File: config.mk
export PLATFORM = sky130hd
export DESIGN_NAME = npu_bus_master
export DESIGN_NICKNAME = d
export VERILOG_FILES = /design/src/rtl/npu_bus_master.sv
export SDC_FILE = /design/constraint.sdc
export NUM_CORES = 1
export LEC_CHECK = 0
export BUFFER_PORTS_ARGS = -buffer_cell sky130_fd_sc_hd__clkbuf_2
export CAP_MARGIN = 20
export CORE_UTILIZATION = 37
export DETAILED_ROUTE_END_ITERATION = 8
export SETUP_SLACK_MARGIN = 0.3
export SLEW_MARGIN = 20
export SYNTH_ARGS = -nofsm -noshare
export SYNTH_HDL_FRONTEND = slang
export SYNTH_SLANG_ARGS = --single-unit
File: constraint.sdc
create_clock -name clk -period 2.55 [get_ports clk]
set_clock_uncertainty 0.15 [all_clocks]
set_input_delay 0.1275 -clock clk [delete_from_list [all_inputs] [get_ports clk]]
set_output_delay 0.1275 -clock clk [all_outputs]
set_load 0.05 [all_outputs]
File: src/rtl/npu_bus_master.sv
// npu_bus_master: host-side initiator for the NPU single-port memory-mapped
// slave. Turns write/read/poll commands into bus cycles, observes the slave's
// 1-cycle registered read latency, and inserts an idle gap after every
// control-register write so the slave's self-clearing pulses drop.
module npu_bus_master #(
    parameter int unsigned MAX_POLL   = 1024,
    parameter int unsigned POLL_CNT_W = 10,
    parameter logic [2:0]  CTRL_SEL   = 3'd4
) (
    input  logic        clk,
    input  logic        rst_ni,
    input  logic        cmd_valid,
    output logic        cmd_ready,
    input  logic [1:0]  cmd_op,
    input  logic [2:0]  cmd_sel,
    input  logic [11:0] cmd_offset,
    input  logic [31:0] cmd_wdata,
    output logic        rsp_valid,
    input  logic        rsp_ready,
    output logic [31:0] rsp_data,
    output logic        rsp_timeout,
    output logic        rsp_err,
    output logic        ena,
    output logic        wea,
    output logic [15:0] addra,
    output logic [31:0] dina,
    input  logic [31:0] douta
);

    localparam logic [1:0] OP_WRITE = 2'b00;
    localparam logic [1:0] OP_READ  = 2'b01;
    localparam logic [1:0] OP_POLL  = 2'b10;
    localparam logic [POLL_CNT_W-1:0] CNT_LAST = POLL_CNT_W'(MAX_POLL - 1);

    typedef enum logic [2:0] {
        S_IDLE,
        S_WRITE,
        S_GAP,
        S_READ,
        S_CAPTURE,
        S_RSP
    } state_t;

    state_t                state_q, state_d;
    logic [1:0]            op_q, op_d;
    logic [POLL_CNT_W-1:0] cnt_q, cnt_d;
    logic                  ena_q, ena_d;
    logic                  wea_q, wea_d;
    logic [15:0]           addra_q, addra_d;
    logic [31:0]           dina_q, dina_d;
    logic                  rsp_valid_q, rsp_valid_d;
    logic [31:0]           rsp_data_q, rsp_data_d;
    logic                  rsp_timeout_q, rsp_timeout_d;
    logic                  rsp_err_q, rsp_err_d;
    logic                  accept;

    assign cmd_ready   = (state_q == S_IDLE);
    assign accept      = cmd_valid & cmd_ready;
    assign ena         = ena_q;
    assign wea         = wea_q;
    assign addra       = addra_q;
    assign dina        = dina_q;
    assign rsp_valid   = rsp_valid_q;
    assign rsp_data    = rsp_data_q;
    assign rsp_timeout = rsp_timeout_q;
    assign rsp_err     = rsp_err_q;

    // State, latched command, bus outputs and response registers
    always_ff @(posedge clk or negedge rst_ni) begin
        if (!rst_ni) begin
            state_q       <= S_IDLE;
            op_q          <= OP_WRITE;
            cnt_q         <= '0;
            ena_q         <= 1'b0;
            wea_q         <= 1'b0;
            addra_q       <= '0;
            dina_q        <= '0;
            rsp_valid_q   <= 1'b0;
            rsp_data_q    <= '0;
            rsp_timeout_q <= 1'b0;
            rsp_err_q     <= 1'b0;
        end else begin
            state_q       <= state_d;
            op_q          <= op_d;
            cnt_q         <= cnt_d;
            ena_q         <= ena_d;
            wea_q         <= wea_d;
            addra_q       <= addra_d;
            dina_q        <= dina_d;
            rsp_valid_q   <= rsp_valid_d;
            rsp_data_q    <= rsp_data_d;
            rsp_timeout_q <= rsp_timeout_d;
            rsp_err_q     <= rsp_err_d;
        end
    end

    // Next state; bus strobes are computed for the state being entered so
    // they come out of registers aligned with WRITE/READ
    always_comb begin
        state_d       = state_q;
        op_d          = op_q;
        cnt_d         = cnt_q;
        ena_d         = 1'b0;
        wea_d         = 1'b0;
        addra_d       = addra_q;
        dina_d        = dina_q;
        rsp_valid_d   = rsp_valid_q;
        rsp_data_d    = rsp_data_q;
        rsp_timeout_d = rsp_timeout_q;
        rsp_err_d     = rsp_err_q;
        unique case (state_q)
            S_IDLE: begin
                if (accept) begin
                    op_d    = cmd_op;
                    addra_d = {1'b0, cmd_sel, cmd_offset};
                    unique case (cmd_op)
                        OP_WRITE: begin
                            state_d = S_WRITE;
                            ena_d   = 1'b1;
                            wea_d   = 1'b1;
                            dina_d  = cmd_wdata;
                        end
                        OP_READ, OP_POLL: begin
                            state_d = S_READ;
                            ena_d   = 1'b1;
                            cnt_d   = '0;
                        end
                        default: begin
                            state_d       = S_RSP;
                            rsp_valid_d   = 1'b1;
                            rsp_err_d     = 1'b1;
                            rsp_timeout_d = 1'b0;
                            rsp_data_d    = '0;
                        end
                    endcase
                end
            end
            S_WRITE: begin
                state_d = (addra_q[14:12] == CTRL_SEL) ? S_GAP : S_IDLE;
            end
            S_GAP: begin
                state_d = S_IDLE;
            end
            S_READ: begin
                state_d = S_CAPTURE;
            end
            S_CAPTURE: begin
                rsp_data_d = douta;
                rsp_err_d  = 1'b0;
                if (op_q != OP_POLL || douta[0]) begin
                    state_d       = S_RSP;
                    rsp_valid_d   = 1'b1;
                    rsp_timeout_d = 1'b0;
                end else if (cnt_q == CNT_LAST) begin
                    state_d       = S_RSP;
                    rsp_valid_d   = 1'b1;
                    rsp_timeout_d = 1'b1;
                end else begin
                    state_d = S_READ;
                    ena_d   = 1'b1;
                    cnt_d   = cnt_q + POLL_CNT_W'(1);
                end
            end
            S_RSP: begin
                if (rsp_ready) begin
                    state_d       = S_IDLE;
                    rsp_valid_d   = 1'b0;
                    rsp_timeout_d = 1'b0;
                    rsp_err_d     = 1'b0;
                end
            end
            default: begin
                state_d = S_IDLE;
            end
        endcase
    end

endmodule
==> reports/metrics.cfg, run 1 <==
[outcome]
status = finished clean

[worst_setup_path]
arrival_ns = 2.16
worstSetupStartpointType = register
cp_slowest_stage_delay_ns = 0.49
setup.worst_path.start = state_q[2]
path_max_fanout = 10
critPathCaptureType = register
cp.required_ns = 2.64
critPathKind = register to register
r2r_setup_slack_ns = 0.48
reg2reg_from = state_q[2]
reg2reg_depth = 5
cp_cell_sequence = nor3b_4 -> nand2_2 -> o21a_1 -> or2_4 -> a221o_1
slowest_stage = dfrtp_2
r2r_end = cnt_q[2]

[sta]
rsz0062_at_grt = no
tns_ns = 0
setup-violations-final = 0
final.period_utilization = 0.811
finalHoldViolations = 0
post-route-min-period_ns = 2.07
max_freq_mhz = 483
tightest_slew_ns = 0.734
finalMaxSlewViolations = 0
slew_headroom = 0.511

[cts]
cts_num_sinks = 99
clk_latency_ns = 0.35
path_clk_slew_ns = 0.10
cts-htree-levels = 3
cts_tree = done
clockBufferDepth = 2
cts_inserted_buffers = 9
postCtsSetupBuffers = 0
cts_root_buffer = clkbuf_8

[synth]
yosys.area.top_type = dfrtp_1
avgSynthCellArea_um2 = 13.8
synthDistinctLibCells = 42
yosys_register_bits = 99
syn_inst = 287
yosysSeqAreaShare = 0.626
syn_nets = 375
synth_async_sr_flop_share = 1.00
yosys_warnings = 0
synth_area_leaders = dfrtp_1 63%, mux2_2 14%, a22o_1 7.3%, nand3_1 1.1%, clkbuf_1 0.95%
synth_top_cell_area_share = 0.626
syn_area_um2 = 3960
ys_dominant_reg_cell = dfrtp_1
synth-edff-count = 0

[finish]
area_growth_pct = 51.8
post-route-util = 0.580
design_area_um2 = 6010
nets = 626
layout-drive-gt1-share = 0.462
num_antenna_cells = 0

[route]
detail-route-antenna-nets = 0
drt_wl_total_mm = 9.88
routedWlPerCell_um = 14.6
vias = 3286
dr.pass1.iters = 4
drt-initial-drc-count = 131
route.detailed.drc = 0
viasPerCell = 4.84

[pwr]
pwr_density_cell_nw_per_um2 = 1340
p_leak_nw = 3.03
peakVddDrop_uv = 750

[die]
die_area_um2 = 11100
start_util = 0.382
io_pins = 171
die_h_um = 105
rows = 37
fp.dieW_um = 105
core_um2 = 10400

[place]
portBuffers = 169
hpwl_mm = 6.30
finalWeightedCongestion = 0.805
place_area_um2 = 4960

[hold_path]
min_path_type = primary input to asynchronous set/reset pin

[grt]
antenna_found_initial = 0
grt_util_all_layers = 0.187
grt_max_degree = 58
grt_overflow = 0
grt_pass1_vias = 3524
grt_pass1_wl_mm = 16.4

[flow_run]
max-cap-violations = 0

==> metrics by stage <==
| stage | power [mW] | setup WS, ns | hold slack [ns] | instances |
|---|---|---|---|---|
| CTS | 8.07 | 0.342 | 0.237 | 679 |
| floorplan | 5.90 | 0.306 | -0.318 | 287 |
| global placement | 6.85 | 0.363 | 0.0931 | 579 |
| finish | 8.03 | 0.482 | 0.229 | 679 |
| detailed placement | 6.90 | 0.315 | 0.0902 | 579 |
| global route | 8.45 | 0.361 | 0.299 | 679 |
==> cell usage after synthesis (2+ instances only) <==
cell       n
o22a_1     2
o21ai_0    7
inv_1      5
nor4_1     3
a21o_1     4
dfrtp_1   99
nand3_1    9
a32oi_1    2
nor2_1     4
or2_2      2
a21oi_1    3
and3_1     2
nand4_1    2
o31ai_1    5
a22o_1    33
clkbuf_1  10
ha_1       3
nor3_1     2
buf_2      7
nor2b_1    2
nand2_1   10
mux2_2    49
nor3b_1    2
buf_4      2
==> power by group <==
part | internal (mW) | switching (mW)
registers | 2.26 | 0.456
clock network | 0.471 | 0.564
logic | 1.23 | 3.05
==> per-layer routing <==
| layer | global-route usage | wire (µm) |
|---|---|---|
| met1 | 0.215 | 4000 |
| met2 | 0.342 | 5200 |
| met3 | 0.0297 | 443 |
| met4 | 0.0845 | 246 |
| met5 | 0 | 0 |
==> cells in the final DEF (no fill, tap or decap), types with 4 or more instances in the layout <==
cell and instances:
nand3_1 9, nand2_1 10, o31ai_1 5, o21ai_0 7, clkbuf_2 168, buf_4 6
nor2_1 4, a22o_1 33, dlygate4sd3_1 84, inv_1 5, a21o_1 4, mux2_2 49
clkbuf_8 9, dfrtp_1 96
==> sequential cells by signal, summed over array words and instances (netlist names) <==
name / count
state_q: 3
op_q: 2
rsp_valid: 1
rsp_data: 32
rsp_timeout: 1
rsp_err: 1
cnt_q: 10
ena: 1
wea: 1
dina: 32
addra: 15
==> critical path, delay by kind of cell, from the launching register on <==
family | cells | cell delay (ns)
DFF | 1 | 0.49
AOI/OAI and AO/OA | 2 | 0.61
and+or+nand+nor | 3 | 0.70
==> kinds of logic (layout without fill, tap and decap cells) <==
kind of cell             after synthesis  in the layout  synth area share
adder cells (fa/ha/maj)                3              3           0.00948
multiplexers                          50             50             0.142
AO/OA/AOI/OAI                         63             63             0.127
buffers and inverters                 24            280            0.0269
other                                  1              1          0.000947
AND/OR/NAND/NOR                       47             47            0.0679
flip-flops                            99             99             0.626
==> layout make-up <==
cell class	count	area (µm²)
Clock buffer	9	124
Clock inverter	7	81.3
Fill cell	876	4360
Inverter	5	18.8
Multi-Input combinational cell	164	1390
Sequential cell	99	2480
Tap cell	136	170
Timing Repair Buffer	259	1750
==> worst max path at each step <==
| stage | cells past startpoint | to | slack [ns] |
|---|---|---|---|
| floorplan | 6 | cnt_q[2] | 0.31 |
| global placement | 5 | cnt_q[2] | 0.36 |
| detailed placement | 5 | cnt_q[2] | 0.31 |
| CTS | 5 | cnt_q[2] | 0.34 |
| global route | 5 | cnt_q[2] | 0.36 |
| finish | 5 | cnt_q[2] | 0.48 |
==> what timing repair did <==
action | CTS | global route
gates resized for setup | 1 | 3
hold buffers | 84 | 0
hold endpoints to repair | 139 | 0
setup endpoints to repair | 1 | 1
Power figures use the tool's default switching activity.
==> run 2, diff against run 1 <==
- ABC_AREA: default -> 1
- clock period: 2.55 -> 2 ns (I/O delays scaled with it)
==> run 2 against run 1 <==
Sequential share of layout area is 4.2 points lower. Count of clock-buffer cells in the layout up 3. Critical path depth unchanged. Final cell count grew 34%. Flip-flop and latch count is the same. Die area rose by 8.1%. Via count increased by 33%. Wire length grew 28%. Non-clock buffer count increased by 16. Global-route usage rose by 2.4 points. Largest power group unchanged. Highest routed layer unchanged.
==> reports/metrics.cfg, run 2 <==
[outcome]
status = finished clean

[hold_path]
min_path_type = primary input to asynchronous set/reset pin

[grt]
grt_util_met1 = 0.243  ; +0.0279
grt_pass1_vias = 4173  ; +18%
use_met2 = 0.380  ; +0.0384
grt_overflow = 0  ; unchanged
grt_max_degree = 48  ; -17%
grt_pass1_wl_mm = 19.5  ; +19%
grt_busiest_layer = met2
antenna_found_initial = 0  ; unchanged
grtUsageMet3 = 0.0599  ; +0.0302
grt_util_all_layers = 0.211  ; +0.0240

[synth]
ys_dominant_reg_cell = dfrtp_1
yosysMostFrequentCell = nand2_1
synth_common_cells = 211 x nand2_1, 99 x dfrtp_1, 62 x o21ai_0, 30 x nand3_1, 18 x inv_1
synth-edff-count = 0  ; unchanged
yosys_warnings = 0  ; unchanged
syn_nets = 587  ; +57%
yosysSeqAreaShare = 0.578  ; -0.0478
synth_area_leaders = dfrtp_1 58%, nand2_1 18%, o21ai_0 7.2%, nand3_1 3.5%, inv_1 1.6%
yosys.area.top_type = dfrtp_1
syn_area_um2 = 4290  ; +8.3%
syn_inst = 499  ; +74%
synth_async_sr_flop_share = 1.00  ; unchanged
avgSynthCellArea_um2 = 8.59  ; -38%
yosys_register_bits = 99  ; unchanged
synthDistinctLibCells = 26  ; -38%
synth_top_cell_area_share = 0.578  ; -0.0478

[die]
die_h_um = 110  ; +4.0%
rows = 38  ; +2.7%
die_area_um2 = 12000  ; +8.1%
core_um2 = 11100  ; +6.8%
start_util = 0.387  ; +0.00518
io_pins = 171  ; unchanged
fp.dieW_um = 110  ; +4.0%

[cts]
cts-htree-levels = 3  ; unchanged
cts_inserted_buffers = 9  ; unchanged
cts_num_sinks = 99  ; unchanged
cts_tree = done
path_clk_slew_ns = 0.07  ; -0.03 ns
cts_root_buffer = clkbuf_16
clk_latency_ns = 0.34  ; about the same
clockBufferDepth = 2  ; unchanged

[worst_setup_path]
worstSetupStartpointType = register
arrival_ns = 1.38  ; -0.78 ns
cp.required_ns = 1.75  ; -0.89 ns
cp_slowest_stage_delay_ns = 0.41  ; -0.08 ns
crit_buf_inv = 3  ; +3
critPathKind = register to output pin
critPathCaptureType = output pin
path_max_fanout = 4  ; -6
slowest_stage = dfrtp_1
path_delay_family = flip-flops
cp_cell_sequence = nor2_4 -> nand2_4 -> inv_8 -> buf_12 -> clkbuf_16

[place]
pre_cts_ws_ns = 0.174  ; -0.141 ns
hpwl_mm = 7.56  ; +20%
finalWeightedCongestion = 0.785  ; -2.5%
dp_cells = 791  ; +37%
portBuffers = 169  ; unchanged

[finish]
final_cell_mix = 209 x nand2_1, 167 x clkbuf_2, 98 x dfrtp_1, 83 x dlygate4sd3_1, 53 x o21ai_0
layout_commonest_cell = nand2_1
num_antenna_cells = 0  ; unchanged
area_growth_pct = 56.0
nets = 851  ; +36%
layout-drive-gt1-share = 0.303  ; -0.159
finalNonFillerCells = 908  ; +34%

[sta]
post-route-min-period_ns = 1.63
finalMaxSlewViolations = 0  ; unchanged
max_freq_mhz = 612
final.period_utilization = 0.817
postLayoutSetupSlackWorst_ns = 0.367  ; -0.115 ns
rsz0062_at_grt = yes
finalHoldViolations = 0  ; unchanged
tns_ns = 0  ; unchanged
setup-violations-final = 0  ; unchanged

[route]
viasPerCell = 4.80  ; -0.89%
vias = 4355  ; +33%
route.detailed.drc = 0  ; unchanged
routedWlPerCell_um = 13.9  ; -4.6%
drt_wl_total_mm = 12.6  ; +28%
dr.pass1.iters = 5  ; +1
detail-route-antenna-nets = 0  ; unchanged
drt-initial-drc-count = 244  ; +86%

[flow_run]
max-cap-violations = 0  ; unchanged

[pwr]
pwr_density_cell_nw_per_um2 = 1670  ; +25%
peakVddDrop_uv = 1120  ; +49%
p_leak_nw = 3.61  ; +19%
power.total_mw = 11.2  ; +39%

-- run 2: cell count changes after synthesis, sizes merged, moves of 21 or more --
cell,change
a22o,-33
mux2,-49
nand2,+206
nand3,+21
o21ai,+64
-- run 2: area by class of cell --
class	count	area [µm²]
Timing Repair Buffer	275	1940
Clock inverter	4	55.1
Multi-Input combinational cell	359	1690
Clock buffer	12	267
Sequential cell	99	2480
Fill cell	955	4390
Tap cell	140	175
Inverter	19	78.8
-- run 2: power breakdown --
part / switching [mW] / total, mW / internal [mW]
clock: 0.739 / 1.82 / 1.08
combinational: 4.57 / 6.11 / 1.53
sequential: 0.459 / 3.26 / 2.80
-- run 2: path summary, 6_finish.rpt --
check                             from           end  slack, ns  depth (start not counted)
setup / recovery            state_q[0]     cmd_ready       0.37                          5
hold / removal                  rst_ni  rsp_data[14]       0.10                          2
setup reg to reg              cnt_q[1]   rsp_timeout       0.38                          9
hold reg to reg            rsp_timeout   rsp_timeout       0.33                          2
max in group asynchronous       rst_ni   rsp_data[6]       0.96                          3
min in group clk             cmd_op[1]           ena       0.13                          3
-- run 2: through the flow --
step	instance area (µm²)	util	hold slack, ns
after floorplan	4290	-	-0.346
after detailed placement	5250	0.474	-0.0640
final	6690	0.604	0.101
after global placement	5250	0.474	-0.0635
after global routing	6690	0.604	0.150
after CTS	6520	0.589	0.109
-- run 2: logic make-up (layout without fill, tap and decap cells) --
kind of cell / after synthesis / after routing / share of synthesized area
xor gates and xnor gates: 2 / 2 / 0.00409
AOI/OAI and AO/OA: 76 / 76 / 0.0896
DFF: 99 / 99 / 0.578
and+or+nand+nor: 274 / 277 / 0.268
adders and majority gates: 3 / 3 / 0.00875
buffers and inverters: 44 / 310 / 0.0508
other: 1 / 1 / 0.000875
-- run 2: layer usage --
layer,wire [µm],vias to the layer above
met4,144,0
met1,5220,2035
met3,948,13
met2,6300,180
li1,-,2127
met5,0,-
-- run 2: repair_timing --
item,in CTS,in global routing
hold buffers,83,0
pin swaps,3,7
hold endpoints to repair,162,0
endpoints found under the setup margin,59,78
gates resized for setup,10,31
setup buffers,8,6
cloned,1,3
-- run 2: worst register-to-register path, cell delays in order, from the launching register on --
cell	delay, ns
dfrtp_1	0.41
ha_2	0.22
nand2_2	0.08
nor2_4	0.14
nand3_2	0.11
nand2_4	0.13
buf_6	0.11
nand2_1	0.06
nand2_1	0.06
nand2_1	0.04
==> run 3, diff against run 2 <==
- PLACE_DENSITY: default -> 0.66
- clock period: 2 -> 1.43 ns (I/O delays scaled with it)
==> run 3 against run 2 <==
The flow now finishes with violations (negative setup slack). Die area is the same. First-iteration DRC count up 49%. Final cell count up 9.4%. Sequential power grew 55%. Wire length is 48% higher. Flip-flop and latch count stayed put. Highest routed layer unchanged. Clock power increased by 37%. Core utilization up 18 points. Hold slack got worse by 0.039 ns. Critical path depth increased by 4. Non-clock buffer count up 88. Power grew 91%.
==> reports/metrics.cfg, run 3 (synthesis results as in run 2) <==
[cts]
cts_root_buffer = clkbuf_16
clockBufferDepth = 2  ; unchanged
cts_num_sinks = 99  ; unchanged
cts-htree-levels = 3  ; unchanged
cts_tree = done
path_clk_slew_ns = 0.07  ; about the same
cts_inserted_buffers = 9  ; unchanged
clk_latency_ns = 0.34  ; about the same

[grt]
use_met2 = 0.473  ; +0.0925
grt_max_degree = 100  ; +110%
grt_util_all_layers = 0.265  ; +0.0534
grt_pass1_wl_mm = 24.1  ; +23%
grt_overflow = 0  ; unchanged
grtUsageMet3 = 0.0705  ; +0.0107
antenna_found_initial = 0  ; unchanged
grt_util_met1 = 0.289  ; +0.0456
grt_pass1_vias = 4985  ; +19%
grt_busiest_layer = met2

[place]
finalWeightedCongestion = 0.823  ; +4.9%
dp_cells = 822  ; +3.9%
portBuffers = 169  ; unchanged
hpwl_mm = 7.91  ; +4.7%

[route]
drt_wl_total_mm = 18.7  ; +48%
routedWlPerCell_um = 18.8  ; +36%
vias = 5177  ; +19%
detail-route-antenna-nets = 0  ; unchanged
route.detailed.drc = 0  ; unchanged
viasPerCell = 5.21  ; +8.7%
drt-initial-drc-count = 363  ; +49%
dr.pass1.iters = 5  ; unchanged

[finish]
finalNonFillerCells = 993  ; +9.4%
area_growth_pct = 104
layout-drive-gt1-share = 0.488  ; +0.184
post-route-util = 0.789  ; +0.185
nets = 937  ; +10%
layout_commonest_cell = nand2_1
final_cell_mix = 153 x nand2_1, 99 x dfrtp_1, 83 x dlygate4sd3_1, 83 x clkbuf_2, 74 x buf_4
num_antenna_cells = 0  ; unchanged

[worst_setup_path]
cp_slowest_stage_delay_ns = 0.41  ; about the same
slowest_stage = dfrtp_1
critPathCaptureType = register
setup.worst_path.start = state_q[1]
cp.required_ns = 1.56  ; -0.19 ns
cp_cell_sequence = nor2_4 -> nand2_4 -> inv_4 -> buf_6 -> nand2_8 -> nor2_8 -> clkbuf_16 -> nand2_2 -> nand2_2
reg2reg_depth = 9  ; unchanged
critPathKind = register to register
path_max_fanout = 8  ; +4
cp_common_cell = nand2_2
worstSetupStartpointType = register
reg2reg_from = state_q[1]
arrival_ns = 1.83  ; +0.45 ns

[outcome]
violations = negative setup slack
status = finished, violations left

[sta]
slew_headroom = 0.614
postLayoutSetupSlackWorst_ns = -0.273  ; -0.639 ns
fin_hold_ws_ns = 0.0621  ; -0.0390 ns
finalMaxSlewViolations = 0  ; unchanged
rsz0062_at_grt = yes
post-route-min-period_ns = 1.70
final.period_utilization = 1.19
finalHoldViolations = 0  ; unchanged
setup-violations-final = 99  ; +99
max_freq_mhz = 587
tightest_slew_ns = 0.579

[pwr]
peakVddDrop_uv = 1830  ; +64%
pwr_density_cell_nw_per_um2 = 2440  ; +46%
p_leak_nw = 4.45  ; +23%

[die]
fp.dieW_um = 110  ; unchanged
die_area_um2 = 12000  ; unchanged
io_pins = 171  ; unchanged
core_um2 = 11100  ; unchanged
rows = 38  ; unchanged
start_util = 0.387  ; unchanged
die_h_um = 110  ; unchanged

[flow_run]
max-cap-violations = 0  ; unchanged

[hold_path]
worstHoldStart = cmd_valid
min_path_type = primary input to register
min_path_cells = 4

-- run 3: cell count changes in the layout (fill, tap and decap cells not counted), sizes merged --
cell | before | now
nor2 | 19 | 18
nand2 | 219 | 218
clkinvlp | 1 | 2
inv | 20 | 17
buf | 23 | 190
clkbuf | 181 | 103
-- run 3: final cells by class --
class / count / area (µm²)
clock buffers: 13 / 260
clock inverters: 2 / 35.0
inverters: 19 / 81.3
repair buffers: 363 / 3610
flip-flops and latches: 99 / 2480
multi-input cells: 357 / 2090
well taps: 140 / 175
fillers: 601 / 2340
-- run 3: report_power, final --
group          switching (mW)  leakage (nW)  internal [mW]  total [mW]
clock network            1.05         0.146           1.44        2.49
registers                1.11          1.28           3.93        5.04
logic                    7.93          3.02           5.88        13.8
total                    10.1          4.45           11.3        21.3
-- run 3: final timing paths --
check                         endpoint  slack (ns)
setup reg to reg              dina[15]       -0.27
hold reg to reg              addra[10]        0.35
setup / recovery              dina[15]       -0.27
max in group asynchronous      rsp_err        0.51
hold / removal               addra[10]        0.06
min in group asynchronous  rsp_data[0]        0.15
-- run 3: through the flow --
step	TNS (ns)	worst slack, ns	power, mW	area [µm²]
after floorplan	-4.72	-0.0986	10.5	4360
after global placement	-5.22	-0.0945	12.6	5580
after detailed placement	-9.94	-0.153	12.8	5580
after CTS	-10.47	-0.172	18.2	7710
after global routing	-24.80	-0.338	22.1	8740
final	-19.60	-0.273	21.3	8740
-- run 3: critical path: cells and delay by family (launching register included) --
| kind | cells | cell delay, ns |
|---|---|---|
| buf+inv | 3 | 0.41 |
| simple gates | 6 | 0.68 |
| flops | 1 | 0.41 |
-- run 3: what timing repair did --
action                                  in CTS  in global routing
gates cloned                                 5                  6
hold buffers                                83                  0
resized for setup                          186                250
setup buffers                               23                 39
pin swaps                                    3                 71
hold endpoints to repair                   181                  0
endpoints found under the setup margin     184                183
-- run 3: metal layers --
layer | routed length (µm) | vias up
met3 | 1270 | 66
li1 | - | 2310
met1 | 6760 | 2517
met2 | 9940 | 284
met4 | 735 | 0
met5 | 0 | -
